$ cat config.mk
export PLATFORM = sky130hd
export DESIGN_NAME = dir_cmd_arbiter
export DESIGN_NICKNAME = d
export VERILOG_FILES = /design/src/rtl/dir_cmd_arbiter.sv
export SDC_FILE = /design/constraint.sdc
export NUM_CORES = 1
export LEC_CHECK = 0
export ABC_AREA = 1
export CAP_MARGIN = 25
export CORE_MARGIN = 3
export CORE_UTILIZATION = 35
export DETAILED_ROUTE_END_ITERATION = 10
export PLACE_DENSITY = 0.52
export SYNTH_ARGS = -nofsm -noshare
export SYNTH_HDL_FRONTEND = slang
export SYNTH_SLANG_ARGS = --single-unit
$ cat constraint.sdc
create_clock -name clk -period 5.85 [get_ports clk]
set_input_delay 1.17 -clock clk [delete_from_list [all_inputs] [get_ports clk]]
set_output_delay 1.17 -clock clk [all_outputs]
set_load 0.01 [all_outputs]
$ cat src/rtl/dir_cmd_arbiter.sv
// Merges button, keyboard and network direction requests into one ordered turn stream.
// Round-robin arbitration, reversal/duplicate filtering, and a small turn queue drained by move_tick.
module dir_cmd_arbiter #(
    parameter int         DEPTH     = 4,
    parameter logic [1:0] DIR_RESET = 2'd1
) (
    input  logic       clk,
    input  logic       rst,
    input  logic       clr,
    input  logic [3:0] src_btn,
    input  logic [3:0] src_kbd,
    input  logic [3:0] src_net,
    input  logic       move_tick,
    output logic [1:0] dir_out,
    output logic [2:0] q_count,
    output logic [2:0] grant,
    output logic       drop
);

    localparam int            PW       = (DEPTH > 1) ? $clog2(DEPTH) : 1;
    localparam int            CW       = PW + 1;
    localparam logic [PW-1:0] PTR_ONE  = PW'(1);
    localparam logic [CW-1:0] CNT_ONE  = CW'(1);
    localparam logic [CW-1:0] CNT_FULL = CW'(DEPTH);

    // Lowest set bit wins: left > right > up > down.
    function automatic logic [1:0] first_dir(input logic [3:0] r);
        logic [1:0] d;
        if (r[0])      d = 2'd0;
        else if (r[1]) d = 2'd1;
        else if (r[2]) d = 2'd2;
        else           d = 2'd3;
        return d;
    endfunction

    function automatic logic [1:0] rot_idx(input logic [1:0] base, input int k);
        int s;
        s = int'(base) + k;
        if (s >= 3) s = s - 3;
        return 2'(s);
    endfunction

    logic        sync_clr;
    logic [11:0] src_all;
    logic [2:0]  pend_valid;
    logic [5:0]  pend_dir;

    logic        pick_valid;
    logic [1:0]  pick_src;
    logic [1:0]  pick_dir;
    logic [2:0]  grant_next;

    logic [1:0]  rr_reg;
    logic [2:0]  grant_reg;
    logic        drop_reg;
    logic [1:0]  dir_reg;

    logic [1:0]    queue_mem [DEPTH];
    logic [PW-1:0] wr_ptr_reg;
    logic [PW-1:0] rd_ptr_reg;
    logic [PW-1:0] tail_ptr;
    logic [CW-1:0] count_reg;

    logic [1:0] ref_dir;
    logic       is_dup;
    logic       is_rev;
    logic       is_full;
    logic       do_push;
    logic       do_pop;
    logic       drop_next;

    assign sync_clr = rst || clr;
    assign src_all  = {src_net, src_kbd, src_btn};

    generate
        for (genvar gi = 0; gi < 3; gi++) begin : g_src
            logic [3:0] prev_reg;
            logic [3:0] rise_reg;
            logic       pend_valid_reg;
            logic [1:0] pend_dir_reg;

            // History starts all-ones so levels held through reset never look like a press.
            always_ff @(posedge clk) begin
                if (sync_clr) begin
                    prev_reg <= 4'hF;
                    rise_reg <= 4'h0;
                end else begin
                    prev_reg <= src_all[gi*4 +: 4];
                    rise_reg <= src_all[gi*4 +: 4] & ~prev_reg;
                end
            end

            // A fresh rise beats the clear from a simultaneous grant: latest request wins.
            always_ff @(posedge clk) begin
                if (sync_clr) begin
                    pend_valid_reg <= 1'b0;
                    pend_dir_reg   <= 2'd0;
                end else if (|rise_reg) begin
                    pend_valid_reg <= 1'b1;
                    pend_dir_reg   <= first_dir(rise_reg);
                end else if (grant_next[gi]) begin
                    pend_valid_reg <= 1'b0;
                end
            end

            assign pend_valid[gi]       = pend_valid_reg;
            assign pend_dir[gi*2 +: 2]  = pend_dir_reg;
        end
    endgenerate

    // Scan from the rr pointer; iterating backwards lets the nearest valid source win.
    always_comb begin
        pick_valid = 1'b0;
        pick_src   = 2'd0;
        for (int k = 2; k >= 0; k--) begin
            if (pend_valid[rot_idx(rr_reg, k)]) begin
                pick_valid = 1'b1;
                pick_src   = rot_idx(rr_reg, k);
            end
        end
    end

    assign pick_dir   = pend_dir[{pick_src, 1'b0} +: 2];
    assign grant_next = pick_valid ? (3'b001 << pick_src) : 3'b000;

    assign tail_ptr  = wr_ptr_reg - PTR_ONE;
    assign ref_dir   = (count_reg != '0) ? queue_mem[tail_ptr] : dir_reg;
    assign is_dup    = (pick_dir == ref_dir);
    assign is_rev    = (pick_dir == (ref_dir ^ 2'b01));
    assign is_full   = (count_reg == CNT_FULL);
    assign do_push   = pick_valid && !is_dup && !is_rev && !is_full;
    assign drop_next = pick_valid && !do_push;
    assign do_pop    = move_tick && (count_reg != '0);

    always_ff @(posedge clk) begin
        if (do_push) begin
            queue_mem[wr_ptr_reg] <= pick_dir;
        end
    end

    always_ff @(posedge clk) begin
        if (sync_clr) begin
            rr_reg     <= 2'd0;
            grant_reg  <= 3'b000;
            drop_reg   <= 1'b0;
            dir_reg    <= DIR_RESET;
            wr_ptr_reg <= '0;
            rd_ptr_reg <= '0;
            count_reg  <= '0;
        end else begin
            grant_reg <= grant_next;
            drop_reg  <= drop_next;
            if (pick_valid) begin
                rr_reg <= (pick_src == 2'd2) ? 2'd0 : pick_src + 2'd1;
            end
            if (do_push) begin
                wr_ptr_reg <= wr_ptr_reg + PTR_ONE;
            end
            if (do_pop) begin
                dir_reg    <= queue_mem[rd_ptr_reg];
                rd_ptr_reg <= rd_ptr_reg + PTR_ONE;
            end
            case ({do_push, do_pop})
                2'b10:   count_reg <= count_reg + CNT_ONE;
                2'b01:   count_reg <= count_reg - CNT_ONE;
                default: count_reg <= count_reg;
            endcase
        end
    end

    assign dir_out = dir_reg;
    assign q_count = 3'(count_reg);
    assign grant   = grant_reg;
    assign drop    = drop_reg;

endmodule
* Word level (Yosys, flattened, before mapping) *
Memory sizes are Yosys's and may differ from the RTL's. A register that Yosys moved wholly into a read port is not among the register bits.
Index checks and enable logic that the tools add are counted.

cells by class
  add/subtract/negate cells = 11
  magnitude comparators = 6
  eq/ne operators = 6
  shifts and indexed selects = 2
  mux-type cells = 36
  bitwise operators = 7
  reductions and logical operators = 18

operator list
  kind                                                                                 number
  2-bit two-way mux                                                                    14
  1-bit two-way mux                                                                    17
  4-bit bitwise AND                                                                    3
  4-bit NOT                                                                            3
  4-bit OR reduction                                                                   3
  2-bit by 3-bit less-than comparator with 1-bit output, second input constant         3
  2-bit nonzero test                                                                   4
  2-bit by 1-bit adder with 2-bit output, second input constant                        3
  1-bit binary-select mux with 2-bit select                                            3
  3-bit by 2-bit greater-or-equal comparator with 1-bit output, second input constant  2
  3-bit one-hot mux with 2 select lines                                                1
  6-bit by 4-bit variable part select with 2-bit output                                1
  2-bit subtractor, second input constant                                              3
  1-bit logical AND                                                                    5
  2-bit == test                                                                        2
  2-bit == test, second input constant                                                 2
  1-bit logical NOT                                                                    4
  2-bit by 1-bit adder with 3-bit output, second input constant                        1
  2-bit by 2-bit adder with 3-bit output, second input constant                        1
  3-bit by 1-bit adder with 3-bit output, second input constant                        1
  3-bit == test, second input constant                                                 1
  3-bit two-way mux                                                                    1
  3-bit nonzero test                                                                   1
  1-bit by 2-bit << shifter with 3-bit output, first input constant                    1
  6 further kinds                                                                      6

word-level totals
  flip-flop bits (word level) = 46
  RAM bits = 8
  input bits = 16
  output and inout bits = 9
  logic and storage cells = 105
  memories kept = 1

memory list
  memory     depth  width  rd ports  clocked after memory_dff  wr ports  RTL line  source
  queue_mem  4      2      2         1                         1         58        logic [1:0] queue_mem [DEPTH];

* Depth between registers and ports, before layout *
Gate-level depths: netlist of the first run.

  depth after elaboration = 16
  gate-level depth with buffers = 21
  mapped depth without buffers = 21

* Worst setup path before layout of the first run *
No wires, ideal clock.

  kind = register to register
  from = register rr_reg[0]
  to = register count_reg[2], in the netlist q_count[2]
  setup time = 0.122 ns
  arrival = 2.643 ns
  required time = 5.728 ns
  setup slack = 3.084 ns
  cell stages (with the launch flop) = 20
  buffers on the path = 0
  period minus slack after synthesis = 2.766 ns
  path through = dfxtp_1 > inv_1 > ha_1 > inv_2 > nand2_2 > nand3_2 > nand2_4 > nand3_2 > nand2_4 > nand4_1 > nand3_2 > nand2_4 > nand3_4 > ha_1 > inv_1 > fa_1 > a21oi_1 > o21ai_0 > o21ai_0 > a21oi_1

on the way
  cells in the longest elaborated chain, start to end = 16
  elaborated cells on any way between the ends = 35
  those cells by class = 5 x add/sub; 3 x order compare; 4 x eq/ne; 1 x shift; 16 x mux; 6 x reduce/logical

ends and longest elaborated chain
  element                                                                                           RTL line  source
  from (decl)                                                                                       53        logic [1:0] rr_reg;
  from (signal assigned)                                                                            154       rr_reg <= (pick_src == 2'd2) ? 2'd0 : pick_src + 2'd1;
  2-bit by 2-bit adder with 3-bit output                                                            38        s = int'(base) + k;
  3-bit by 2-bit greater-or-equal comparator with 1-bit output or 2-bit subtractor (tied branches)  39        if (s >= 3) s = s - 3;
  2-bit two-way mux                                                                                 39
  1-bit binary-select mux with 2-bit select                                                         116       if (pend_valid[rot_idx(rr_reg, k)]) begin
  1-bit two-way mux (not written as such)                                                           116
  2-bit two-way mux (2 in a row)                                                                    116
  2-bit two-way mux (*)                                                                             116
  6-bit by 4-bit variable part select with 2-bit output (*)                                         123       assign pick_dir = pend_dir[{pick_src, 1'b0} +: 2];
  via pick_dir[1]                                                                                   50        logic [1:0] pick_dir;
  2-bit == test                                                                                     128       assign is_dup = (pick_dir == ref_dir);
  1-bit logical NOT                                                                                 131       assign do_push = pick_valid && !is_dup && !is_rev && !is_full;
  1-bit logical AND                                                                                 131
  1-bit logical AND (*) (2 in a row)                                                                131
  2-bit by 1-bit == test with 1-bit output or 2-bit == test (tied branches)                         163       case ({do_push, do_pop})
  3-bit one-hot mux with 2 select lines or 2-bit nonzero test (tied branches)                       --
  to (signal assigned)                                                                              164       2'b10: count_reg <= count_reg + CNT_ONE;
  to (signal assigned)                                                                              165       2'b01: count_reg <= count_reg - CNT_ONE;
  to (signal assigned)                                                                              166       default: count_reg <= count_reg;
  to (decl)                                                                                         62        logic [CW-1:0] count_reg;

The timed path passes the listed nets; every way through them passes the cells marked *. The select of a mux whose other input is x is not followed.
A chain may end at the register's enable or synchronous reset.

* Final worst setup path of the first run *
Same ends and word-level chain as after synthesis.

==> impl_metrics.csv, run 1 <==
group,metric,value,unit
route,routed_via_density,4.52,
clocking,clock_insertion_delay_worst_skew,0.30,ns
logic_synthesis,synthesis.area,2400,um^2
global_route,remaining_global_route_overflow,0,
outcome,status,"complete, no violations",
worst_setup_path,timing.setup.critical_path_class,"reg -> reg",
logic_synthesis,synth.area.top_cells,"dfxtp_1, edfxtp_1, inv_1, nand2_1, nor3_1",
floorplan,row_count,29,
placed_design,detailedPlacementHpwl,3250,um
placed_design,port_buffers,24,
run,drv.max_cap_violation_count,0,
route,firstDrtPassIters,4,
logic_synthesis,synthCells,285,
placed_design,post_dp_cell_area,2730,um^2
floorplan,floorplan.core_area,6490,um^2
floorplan,die_area,7880,um^2
logic_synthesis,synth.net_count,310,
placed_design,preCtsSetupSlack,2.63,ns
finish,flow.area_growth_from_synthesis,18.7,%
worst_setup_path,cp_max_fo,8,
clocking,cts_tree,"yes",
logic_synthesis,synth-warning-count,0,
timing,timing_max_transition_violations_final,0,
worst_setup_path,critical_path_cell_count,19,
worst_setup_path,crit_chain,"inv_1 -> ha_1 -> inv_2 -> nand2_2 -> nand3_2 -> nand2_4 -> nand3_2 -> nand2_4 -> nand4_1 -> nand3_2 -> nand2_4 -> nand3_4 -> ha_1 -> inv_1 -> fa_1 -> a21oi_1 -> o21ai_0 -> o21ai_0 -> a21oi_1",
logic_synthesis,synth_seq_cells,56,
power_and_ir_drop,highest_ir_drop_seen_on_vdd,141,uV
timing,worst_clock_skew,0.00651,ns
hold_path,timing.hold.worst_path_depth,1,
finish,final_cell_count_no_fill,390,
clocking,cts_setup_buffers,0,
power_and_ir_drop,post-layout-total-power,0.715,mW
worst_setup_path,cp.buffers_inverters,3,
worst_setup_path,rrSetupSlack,2.78,ns
timing,timing.slew.headroom,54.9,%
timing,worstMarginPinSlew,0.673,ns
finish,postLayoutCellArea,2850,um^2
clocking,post_cts.resized_instances,0,
logic_synthesis,ys_top_cells_by_count,"inv_1, nand2_1, dfxtp_1",
route,totalWireLength,4300,um
logic_synthesis,postSynthAreaPerCell,8.41,um^2
worst_setup_path,startpoint,"rr_reg[0]",
clocking,cts.sinks,56,
global_route,gr-usage-all-layers,12.4,%
logic_synthesis,yosys_most_used_dff,"dfxtp_1",
finish,post_route_cells_drive_above_1_share,9.58,%
finish,final_core_util,43.8,%
global_route,antenna_found_initial,0,
worst_setup_path,start_kind,"flip-flop",
logic_synthesis,synthDominantAreaCellType,"dfxtp_1",
timing,final.hold.worst_slack,0.392,ns
worst_setup_path,timing.critical_path.to,"q_count[2]",
route,drtAntennaViolNets,0,
power_and_ir_drop,static-leakage-power,1.22,nW
worst_setup_path,critPathSlowestCell,"ha_1",
logic_synthesis,synth.most_common_cell,"inv_1",
worst_setup_path,timing.rr.end,"q_count[2]",
clocking,clk_pin_slew,0.09,ns
timing,final_min_period_over_clock_period,52.5,%
route,drcViolationCount,0,
worst_setup_path,crit-reg2reg-launch,"rr_reg[0]",
global_route,grt_max_degree,26,
clocking,max_root_sink_buffers,2,
worst_setup_path,worstPathRequired,6.05,ns
timing,setup_viol_count_final,0,
global_route,first_global_vias,1645,
route,initialDrtViolationCount,62,
clocking,cts_hold_buf,0,
timing,rsz0062_at_grt,"no",
power_and_ir_drop,powerDensity,251,nW/um^2
placed_design,place_congestion,0.799,
clocking,htree_num_levels,2,
finish,antenna_cells_inserted,0,
worst_setup_path,worst-endpoint-arrival,3.27,ns
route,drt-wirelength-per-cell,11.0,um
timing,final_period_minus_worst_setup_slack,3.07,ns
clocking,cts_buffers,5,
floorplan,start_util,36.9,%
worst_setup_path,cp_top_family,"simple AND/OR/NAND/NOR gates",
route,vias,1761,
floorplan,die_x,88.8,um
floorplan,top_level_ports,25,
worst_setup_path,r2r_cells,19,
timing,achievable-frequency,0.325,GHz
logic_synthesis,yosysTopAreaCellShare,40.1,%
logic_synthesis,synthDistinctLibCells,29,
timing,setup_ws,2.78,ns
placed_design,numPlacedInstances,383,
logic_synthesis,synthArstFlopShare,0,%
finish,final_net_count,338,
logic_synthesis,synth_sequential_area_ratio,50.1,%
timing,timing.final.hold_violations,0,
logic_synthesis,synth_enable_flop_cells,8,
clocking,clock_tree.root_cell,"clkbuf_8",
hold_path,min-delay-path-class,"reg -> reg",
floorplan,dieHeight,88.8,um
worst_setup_path,worstSetupEndpointType,"flip-flop",
worst_setup_path,max_stage_delay_on_crit_path,0.39,ns
global_route,wire_length_of_the_first_global_routing_pass,7560,um
timing,finalSetupTns,0,ns
-- worst reg2reg max path, delay by kind of cell (launching register included) --
kind                     cells  cell delay (ns)
buffers and inverters        3             0.24
AND/OR/NAND/NOR              9             0.98
adder cells (fa/ha/maj)      3             0.94
flip-flops                   1             0.34
AO/OA/AOI/OAI                4             0.47
-- routing by layer --
| metal | up-vias | track usage [%] | share of wire [%] |
|---|---|---|---|
| li1 | 969 | - | - |
| met1 | 758 | 16.9 | 53 |
| met2 | 26 | 18.3 | 42 |
| met3 | 8 | 3.07 | 3.6 |
| met5 | - | 0 | 0 |
| met4 | 0 | 5.63 | 2.1 |
-- power breakdown --
group	switching [mW]	leakage (nW)	total [mW]	internal, mW
logic	0.0395	0.690	0.0658	0.0263
clock network	0.116	0.0606	0.250	0.134
registers	0.00288	0.466	0.399	0.396
-- how the worst min path moves through the flow --
| stage | start | to |
|---|---|---|
| floorplan | g_src[0].prev_reg[0] | g_src[0].rise_reg[0] |
| global placement | g_src[2].prev_reg[3] | g_src[2].rise_reg[3] |
| detailed placement | g_src[2].prev_reg[0] | g_src[2].rise_reg[0] |
| CTS | g_src[2].prev_reg[0] | g_src[2].rise_reg[0] |
| global route | g_src[0].prev_reg[3] | g_src[0].rise_reg[3] |
| finish | g_src[2].prev_reg[1] | g_src[2].rise_reg[1] |
-- final cells by class --
class | instances | area [um^2]
Inverter | 56 | 210
Multi-Input combinational cell | 169 | 971
Timing Repair Buffer | 25 | 248
Clock buffer | 7 | 119
Tap cell | 77 | 96.3
Fill cell | 649 | 3650
Sequential cell | 56 | 1200
-- layout by cell type (no fill, tap or decap), types with 2 or more instances in the layout --
cell             instances
nand2_2                  5
a211o_1                  4
nand3_2                  5
inv_1                   51
o211ai_1                 2
nand2_1                 49
clkbuf_16                2
nand2_4                  5
nor2_1                  17
dfxtp_1                 48
edfxtp_1                 8
o21ai_0                 15
ha_1                     8
nor3_1                  22
a21oi_1                 16
nand3_1                  6
clkdlybuf4s50_1         24
nand4_1                  5
clkbuf_8                 5
inv_2                    4
-- kinds of logic after synthesis --
| family | after synthesis | share of synthesized area (%) |
|---|---|---|
| buffers and inverters | 60 | 9.39 |
| AND/OR/NAND/NOR | 117 | 24.8 |
| AO/OA/AOI/OAI | 43 | 10.7 |
| flip-flops | 56 | 50.1 |
| adder cells (fa/ha/maj) | 9 | 5.01 |
(Power assumes the default switching activity.)
==> run 2, diff against run 1 <==
--- a/config.mk
+++ b/config.mk
@@ -10,7 +10,7 @@
 export CORE_MARGIN = 3
 export CORE_UTILIZATION = 35
 export DETAILED_ROUTE_END_ITERATION = 10
-export PLACE_DENSITY = 0.52
+export PLACE_DENSITY = 0.54
 export SYNTH_ARGS = -nofsm -noshare
 export SYNTH_HDL_FRONTEND = slang
 export SYNTH_SLANG_ARGS = --single-unit
==> constraint.sdc (replaced) <==
create_clock -name clk -period 2.8 [get_ports clk]
set_input_delay 0.56 -clock clk [delete_from_list [all_inputs] [get_ports clk]]
set_output_delay 0.56 -clock clk [all_outputs]
set_load 0.01 [all_outputs]
==> run 2 against run 1 <==
Net effect: register-to-register slack worse by 2.7 ns; fmax is 15% higher; sequential power increased by 110%; power grew 110%; routed wire length grew 5.8%; first-iteration DRC count decreased by 1.6%; die area stayed put; worst setup slack lost 2.7 ns; non-clock buffer count increased by 19; critical path depth up 1; largest cell class unchanged; largest power group unchanged.
==> impl_metrics.csv, run 2 (synthesis results as in run 1) <==
group,metric,value,unit
outcome,status,"complete, no violations",
timing,timing.final.hold_violations,0,
worst_setup_path,max_stage_delay_on_crit_path,0.37,ns
worst_setup_path,worst-endpoint-arrival,2.89,ns
global_route,gr-usage-all-layers,13.1,%
power_and_ir_drop,static-leakage-power,1.32,nW
placed_design,detailedPlacementHpwl,3340,um
clocking,max_root_sink_buffers,2,
placed_design,place_congestion,0.871,
clocking,clock_tree.root_cell,"clkbuf_8",
timing,worst_clock_skew,0.0103,ns
global_route,antenna_found_initial,0,
timing,timing.slew.headroom,77.7,%
route,drtAntennaViolNets,0,
finish,sequential_cell_area,1210,um^2
placed_design,port_buffers,24,
floorplan,top_level_ports,25,
worst_setup_path,timing.setup.critical_path_class,"reg -> reg",
timing,achievable-frequency,0.374,GHz
route,totalWireLength,4550,um
finish,layout.cells.most_common_list,"inv_1, nand2_1, dfxtp_1, clkdlybuf4s50_1, nor3_1",
finish,flow.area_growth_from_synthesis,27.8,%
floorplan,row_count,29,
timing,finalSetupTns,0,ns
hold_path,min-delay-path-class,"reg -> reg",
floorplan,floorplan.core_area,6490,um^2
global_route,top_usage_layer,"met2",
route,vias,1894,
timing,rsz0062_at_grt,"yes",
finish,antenna_cells_inserted,0,
global_route,first_global_vias,1835,
route,initialDrtViolationCount,61,
global_route,wire_length_of_the_first_global_routing_pass,8080,um
worst_setup_path,crit_chain,"inv_2 -> ha_4 -> inv_4 -> nand2_4 -> nand3_4 -> nand2_4 -> nand2_2 -> nand2_2 -> nand2_2 -> nand4_1 -> buf_4 -> nand4_4 -> nand3_4 -> ha_4 -> inv_2 -> fa_2 -> a21oi_2 -> o21ai_2 -> o21ai_1 -> a21oi_1",
worst_setup_path,start_kind,"flip-flop",
clocking,clock_insertion_delay_worst_skew,0.31,ns
clocking,htree_num_levels,2,
timing,final_period_minus_worst_setup_slack,2.67,ns
finish,final_net_count,357,
global_route,grt_max_degree,25,
clocking,cts_hold_buf,0,
clocking,cts_buffers,5,
worst_setup_path,cp.buffers_inverters,4,
floorplan,die_area,7880,um^2
route,firstDrtPassIters,4,
timing,worstMarginPinSlew,0.332,ns
floorplan,dieHeight,88.8,um
clocking,clk_pin_slew,0.11,ns
route,routed_via_density,4.62,
global_route,globalRouteMet2Util,21.2,%
worst_setup_path,worstPathRequired,3.01,ns
global_route,grtUsageMet1,17.2,%
finish,final_cell_count_no_fill,410,
worst_setup_path,crit_top_cell,"nand2_2",
worst_setup_path,worstSetupEndpointType,"flip-flop",
timing,timing_max_transition_violations_final,0,
floorplan,die_x,88.8,um
route,drcViolationCount,0,
finish,post_route_cells_drive_above_1_share,19.8,%
run,drv.max_cap_violation_count,0,
clocking,cts.sinks,56,
worst_setup_path,cp_top_family,"adder cells",
global_route,remaining_global_route_overflow,0,
timing,final_min_period_over_clock_period,95.5,%
clocking,cts_tree,"yes",
timing,setup_viol_count_final,0,
finish,fillers,629,
power_and_ir_drop,highest_ir_drop_seen_on_vdd,251,uV
worst_setup_path,cp_max_fo,5,
placed_design,numPlacedInstances,397,
global_route,global_route_track_usage_on_met3,3.63,%
finish,area_of_combinational_cells_with_multiple_inputs,1060,um^2
power_and_ir_drop,powerDensity,482,nW/um^2
route,drt-wirelength-per-cell,11.1,um
worst_setup_path,critPathSlowestCell,"fa_2",
floorplan,start_util,36.9,%
==> run 2: worst paths after layout <==
check / startpoint / endpoint / slack, ns / cells after the start
setup reg to reg: rr_reg[0] / q_count[2] / 0.13 / 20
hold / removal: g_src[0].prev_reg[2] / g_src[0].rise_reg[2] / 0.39 / 1
setup / recovery: rr_reg[0] / q_count[2] / 0.13 / 20
hold reg to reg: g_src[0].prev_reg[2] / g_src[0].rise_reg[2] / 0.39 / 1
==> run 2: power breakdown <==
part           internal [mW]  total, mW  switching, mW
combinational         0.0874      0.181         0.0935
clock                  0.185      0.462          0.277
sequential             0.827      0.834        0.00645
total                   1.10       1.48          0.377
==> run 2: cell type report <==
type / instances / area share [%]
Clock buffer: 5 / 2.25
Clock inverter: 3 / 0.858
Timing Repair Buffer: 44 / 12.7
Multi-Input combinational cell: 169 / 34.6
Tap cell: 77 / 3.15
Sequential cell: 56 / 39.4
Inverter: 56 / 7.03
==> run 2: worst reg2reg max path, cell delays in order, from the launching register on <==
cell and delay, ns:
dfxtp_2 0.35, inv_2 0.05, ha_4 0.31, inv_4 0.06, nand2_4 0.06, nand3_4 0.07, nand2_4 0.09, nand2_2 0.06
nand2_2 0.05, nand2_2 0.07, nand4_1 0.16, buf_4 0.15, nand4_4 0.11, nand3_4 0.10, ha_4 0.13, inv_2 0.04
fa_2 0.37, a21oi_2 0.14, o21ai_2 0.07, o21ai_1 0.11, a21oi_1 0.05
==> run 2: repair_timing <==
item | in CTS | in global routing
pin swaps | 0 | 9
gates cloned | 0 | 0
setup endpoints to repair | 1 | 2
resized for setup | 5 | 22
setup buffers | 1 | 4
hold endpoints to repair | 0 | 0
==> run 2: per-layer routing <==
layer  routed length, um  share of wire, %
met1                2240                49
met4                  50               1.1
met3                 180               4.0
met2                2080                46
met5                   0                 0
==> run 2: per-stage QoR <==
step	worst slack, ns	power (mW)	hold slack [ns]	util (%)	cell area, um^2
final	0.127	1.48	0.391	47.2	3060
after global routing	-0.0513	1.55	0.401	47.2	3060
after CTS	0.00864	1.48	0.394	45.6	2960
after detailed placement	-0.0816	1.02	0.378	43.6	2830
after global placement	0.0226	1.02	0.377	43.6	2830
after floorplan	0.0344	0.943	0.373	-	2400
==> edit 1, RTL diff (flow settings as in run 2) <==
Register the input `src_btn` before use. The logic sees it one clock later. The other inputs are not delayed to match.
--- a/src/rtl/dir_cmd_arbiter.sv
+++ b/src/rtl/dir_cmd_arbiter.sv
@@ -23,4 +23,10 @@
     localparam logic [CW-1:0] CNT_ONE  = CW'(1);
     localparam logic [CW-1:0] CNT_FULL = CW'(DEPTH);
+
+    logic [3:0] src_btn_q;
+
+    always_ff @(posedge clk) begin
+        src_btn_q <= src_btn;
+    end
 
     // Lowest set bit wins: left > right > up > down.
@@ -71,5 +77,5 @@
 
     assign sync_clr = rst || clr;
-    assign src_all  = {src_net, src_kbd, src_btn};
+    assign src_all  = {src_net, src_kbd, src_btn_q};
 
     generate
Check against the original RTL: not equivalent (Yosys sat finds a counterexample within 4 cycles, from zero or initial values).
==> edit 1 against run 2 <==
Routed wire length rose by 5.0%; clock skew fell by 3.8 ps; sequential power rose by 7.3%; synthesized area rose by 3.6%; clock power rose by 67%; critical path depth rose by 1; setup slack got worse by 22 ps; sequential cell count rose by 4; final area rose by 5.2%; largest power group unchanged; synthesized cell count rose by 2.5%; die area rose by 3.4%; power rose by 25%.
==> edit 1: results (changes against run 2) <==
cts bufs inserted: 9 (was 5)
hold endpoint: g_src[2].rise_reg[2]$_SDFF_PP0_ (was g_src[0].rise_reg[2]$_SDFF_PP0_)
Yosys reg bits: 60 (was 56)
fillers: 693 (was 629)
Peak VDD IR: 0.000442 V (was 0.000251 V)
Data arrival, critical path: 2920 ps (was 2890 ps)
R2R depth: 21 (was 20)
Seq area share: 39.9% (was 39.4%)
first-pass GRT wire length: 8160 µm (was 8080 µm)
Layout area overhead: 29.8% (was 27.8%)
Data buffer area share: 9.55% (was 12.7%)
crit-path leading delay family: simple AND/OR/NAND/NOR gates (was adder cells)
Cell Area, Placed: 2880 µm² (was 2830 µm²)
PwrDens: 572 nW/µm² (was 482 nW/µm²)
GP Congestion: 0.884 (was 0.871)
fraction of area in multi-input gates: 33.9% (was 34.6%)
count of plain and timing-repair buffers: 33 (was 44)
Vias: 1921 (was 1894)
sw power: 465 µW (was 377 µW)
largest cells by area after synthesis: dfxtp_1, edfxtp_1, nand2_1 (was dfxtp_1, edfxtp_1, inv_1)
largest net degree at the start of global routing: 27 (was 25)
multi-input gates: 172 (was 169)
Seq/Total Area, Yosys: 51.6% (was 50.1%)
Worst-Margin Slew: 451 ps (was 332 ps)
total wire length: 4780 µm (was 4550 µm)
All-Layer GR Usage: 12.6% (was 13.1%)
r2r setup slk: 110 ps (was 130 ps)
Syn Nets: 317 (was 310)
Clock buf/inv share: 6.13% (was 3.10%)
share of cells above drive strength 1: 18.7% (was 19.8%)
leak pwr: 1.36 nW (was 1.32 nW)
HP Start: g_src[2].prev_reg[2]$_SDFF_PP1_ (was g_src[0].prev_reg[2]$_SDFF_PP1_)
status: complete, no violations (unchanged)
# H-tree levels: 3 (was 2)
edit 1: kinds of logic after synthesis:
kind of cell	Yosys count	share of synthesized area, %
and+or+nand+nor	120	24.7
DFF	60	51.6
adders and majority gates	9	4.84
AOI/OAI and AO/OA	43	9.82
buffers and inverters	60	9.07
edit 1: per-stage QoR:
stage | setup TNS, ps | std cells | setup WS (ps)
6_report | 0 | 433 | 105
3_5_place_dp | -86.1 | 415 | -86.1
4_1_cts | 0 | 431 | 17.2
3_3_place_gp | 0 | 415 | 21.3
2_1_floorplan | 0 | 292 | 65.8
5_1_grt | -61.6 | 433 | -50.9
edit 1: per-layer routing:
layer / part of all wire (%) / GRT usage [%] / up-vias
li1: - / - / 1019
met5: 0 / 0 / -
met1: 50 / 15.2 / 874
met2: 46 / 20.0 / 22
met4: 1.2 / 7.27 / 0
met3: 3.3 / 3.43 / 6
==> edit 2, RTL diff (flow settings as in run 2) <==
Made on the original files. Set the parameter `DEPTH` to 16 (it was 4).
--- a/src/rtl/dir_cmd_arbiter.sv
+++ b/src/rtl/dir_cmd_arbiter.sv
@@ -2,5 +2,5 @@
 // Round-robin arbitration, reversal/duplicate filtering, and a small turn queue drained by move_tick.
 module dir_cmd_arbiter #(
-    parameter int         DEPTH     = 4,
+    parameter int         DEPTH     = 16,
     parameter logic [1:0] DIR_RESET = 2'd1
 ) (
Function: changed (a bounded check fails within 10 cycles, from zero or initial values).
==> edit 2 against run 2 <==
The flow now finishes with violations (setup timing); synthesized area rose by 64%; setup slack got worse by 440 ps; routed wire length rose by 100%; core utilization fell by 0.63 points; power rose to 2.8 times the old value; cell count rose by 62%; first-iteration DRC count rose by 110%; final area rose by 66%; synthesized cell count rose by 61%; global-route usage rose by 1.4 points; die area rose by 59%; sequential cell count rose by 30.
==> edit 2: results (changes against run 2) <==
status: complete, but fails checks (was complete, no violations)
failing checks: setup timing
fillers: 1061 (was 629)
worst hold slack: 385 ps (was 391 ps)
Worst-Skew Late Latency: 330 ps (was 310 ps)
combined area of the multi-input logic cells: 1720 µm² (was 1060 µm²)
final setup skew: 6.15 ps (was 10.3 ps)
Die Footprint: 12600 µm² (was 7880 µm²)
Final Core Density: 46.5% (was 47.2%)
count of plain and timing-repair buffers: 66 (was 44)
HP Start: g_src[0].prev_reg[3]$_SDFF_PP1_ (was g_src[0].prev_reg[2]$_SDFF_PP1_)
Avg Cell Area, Syn: 8.56 µm² (was 8.41 µm²)
leak pwr: 2.14 nW (was 1.32 nW)
Data buffer area share: 11.0% (was 12.7%)
dpl hpwl: 6270 µm (was 3340 µm)
Placement Setup Slack: -285 ps (was -81.6 ps)
total wire length: 9080 µm (was 4550 µm)
Setup-failing EPs final: 3 (was 0)
GP Congestion: 0.904 (was 0.871)
critical path's slowest cell: dfxtp_2 (was fa_2)
largest cells by area after synthesis: dfxtp_1, edfxtp_1, nand2_1 (was dfxtp_1, edfxtp_1, inv_1)
Clock transition at path regs: 60 ps (was 110 ps)
All-Layer GR Usage: 14.5% (was 13.1%)
Setup TNS Final: -624 ps (was 0 ps)
Post-synth EDFFs: 32 (was 8)
Data arrival, critical path: 3340 ps (was 2890 ps)
Int Power: 2.79 mW (was 1.10 mW)
inverter count: 61 (was 56)
Unique masters post-synth: 33 (was 29)
crit-path leading delay family: simple AND/OR/NAND/NOR gates (was adder cells)
multi-input gates: 296 (was 169)
Seq/Total Area, Yosys: 51.9% (was 50.1%)
YS warnings: 0 (unchanged)
Worst path max stage delay: 340 ps (was 370 ps)
Syn Nets: 488 (was 310)
CTS root buf: clkbuf_16 (was clkbuf_8)
dpl cells: 641 (was 397)
first-pass GRT wire length: 14700 µm (was 8080 µm)
# H-tree levels: 3 (was 2)
Vias: 3236 (was 1894)
Cell Area, Placed: 4570 µm² (was 2830 µm²)
Peak VDD IR: 0.000464 V (was 0.000251 V)
hold endpoint: g_src[0].rise_reg[3]$_SDFF_PP0_ (was g_src[0].rise_reg[2]$_SDFF_PP0_)
Worst-Margin Slew: 518 ps (was 332 ps)
commonest cells in the netlist: nand2_1, dfxtp_1, inv_1 (was inv_1, nand2_1, dfxtp_1)
clock buf count: 12 (was 5)
Seq area share: 40.2% (was 39.4%)
final worst slack: -317 ps (was 127 ps)
share of cells above drive strength 1: 19.8% (about the same)
Initial DRC Count: 128 (was 61)
launching point of the worst reg2reg path: rr_reg[0]$_SDFFE_PP0P_ (was rr_reg[0]$_SDFFE_PP0N_)
## edit 2: changes by cell type in the layout (fill, tap and decap cells not counted), moves of 7 or more
cell,change
clkbuf_16,+12
nor3_1,+15
buf_4,+21
nand2_2,+7
edfxtp_1,+24
nand3_1,+24
nand2_1,+29
o21ai_0,+15
nor2_1,+20
## edit 2: cell families after synthesis
group	synth area share [%]
AOI/OAI and AO/OA	9.57
xor gates and xnor gates	1.75
adders and majority gates	3.81
buffers and inverters	8.20
DFF	51.9
and+or+nand+nor	24.8
## edit 2: per-layer routing
layer | vias up | global-route usage [%] | share of wire (%)
met5 | - | 0 | 0
met3 | 9 | 3.07 | 3.4
met1 | 1506 | 17.8 | 44
met2 | 74 | 25.5 | 51
li1 | 1647 | - | -
met4 | 0 | 4.89 | 1.3
## edit 2: power by group through the flow
stage | clock, mW | sequential (mW) | combinational [mW]
3_3_place_gp | 0 | 1.41 | 1.16
3_5_place_dp | 0 | 1.41 | 1.16
5_1_grt | 1.45 | 1.39 | 1.46
4_1_cts | 1.39 | 1.38 | 1.18
2_1_floorplan | 0 | 1.42 | 0.659
6_report | 1.36 | 1.38 | 1.32
## edit 2: how the worst max path moves through the flow
stage,from,end,slack [ps],cells past startpoint
final,rr_reg[0]$_SDFFE_PP0P_,count_reg[4]$_SDFFE_PP0P_,-320,27
after global routing,rr_reg[0]$_SDFFE_PP0P_,count_reg[4]$_SDFFE_PP0P_,-580,26
after CTS,rr_reg[0]$_SDFFE_PP0P_,count_reg[4]$_SDFFE_PP0P_,-270,25
after detailed placement,rr_reg[0]$_SDFFE_PP0P_,count_reg[4]$_SDFFE_PP0P_,-290,27
after global placement,rr_reg[0]$_SDFFE_PP0P_,count_reg[4]$_SDFFE_PP0P_,-220,25
after floorplan,rr_reg[0]$_SDFFE_PP0P_,count_reg[4]$_SDFFE_PP0P_,-330,28
## edit 2: worst reg2reg max path, cell delays in order (launching register included)
cell and delay, ps:
dfxtp_2 340, inv_2 50, ha_4 300, inv_6 50, nand2_4 60, nand2_2 50
nand2_2 80, nand2_2 50, nand2_1 50, nand2_1 60, nand2_2 110, nand2_2 90
nand3_4 90, nand3_4 80, nand2_4 90, nand3_4 90, ha_4 190, xor2_2 150
ha_2 170, or2_4 230, nand2_2 60, nand2_2 50, a21oi_2 140, nand2_1 70
nand2_1 70, nor2_2 40, o21ai_1 130, a21oi_1 50
## edit 2: what timing repair did
| item | 4_1_cts | 5_1_grt |
|---|---|---|
| pin swaps | 3 | 16 |
| setup buffers | 1 | 7 |
| setup endpoints to repair | 3 | 5 |
| cloned | 0 | 0 |
| resized for setup | 2 | 20 |
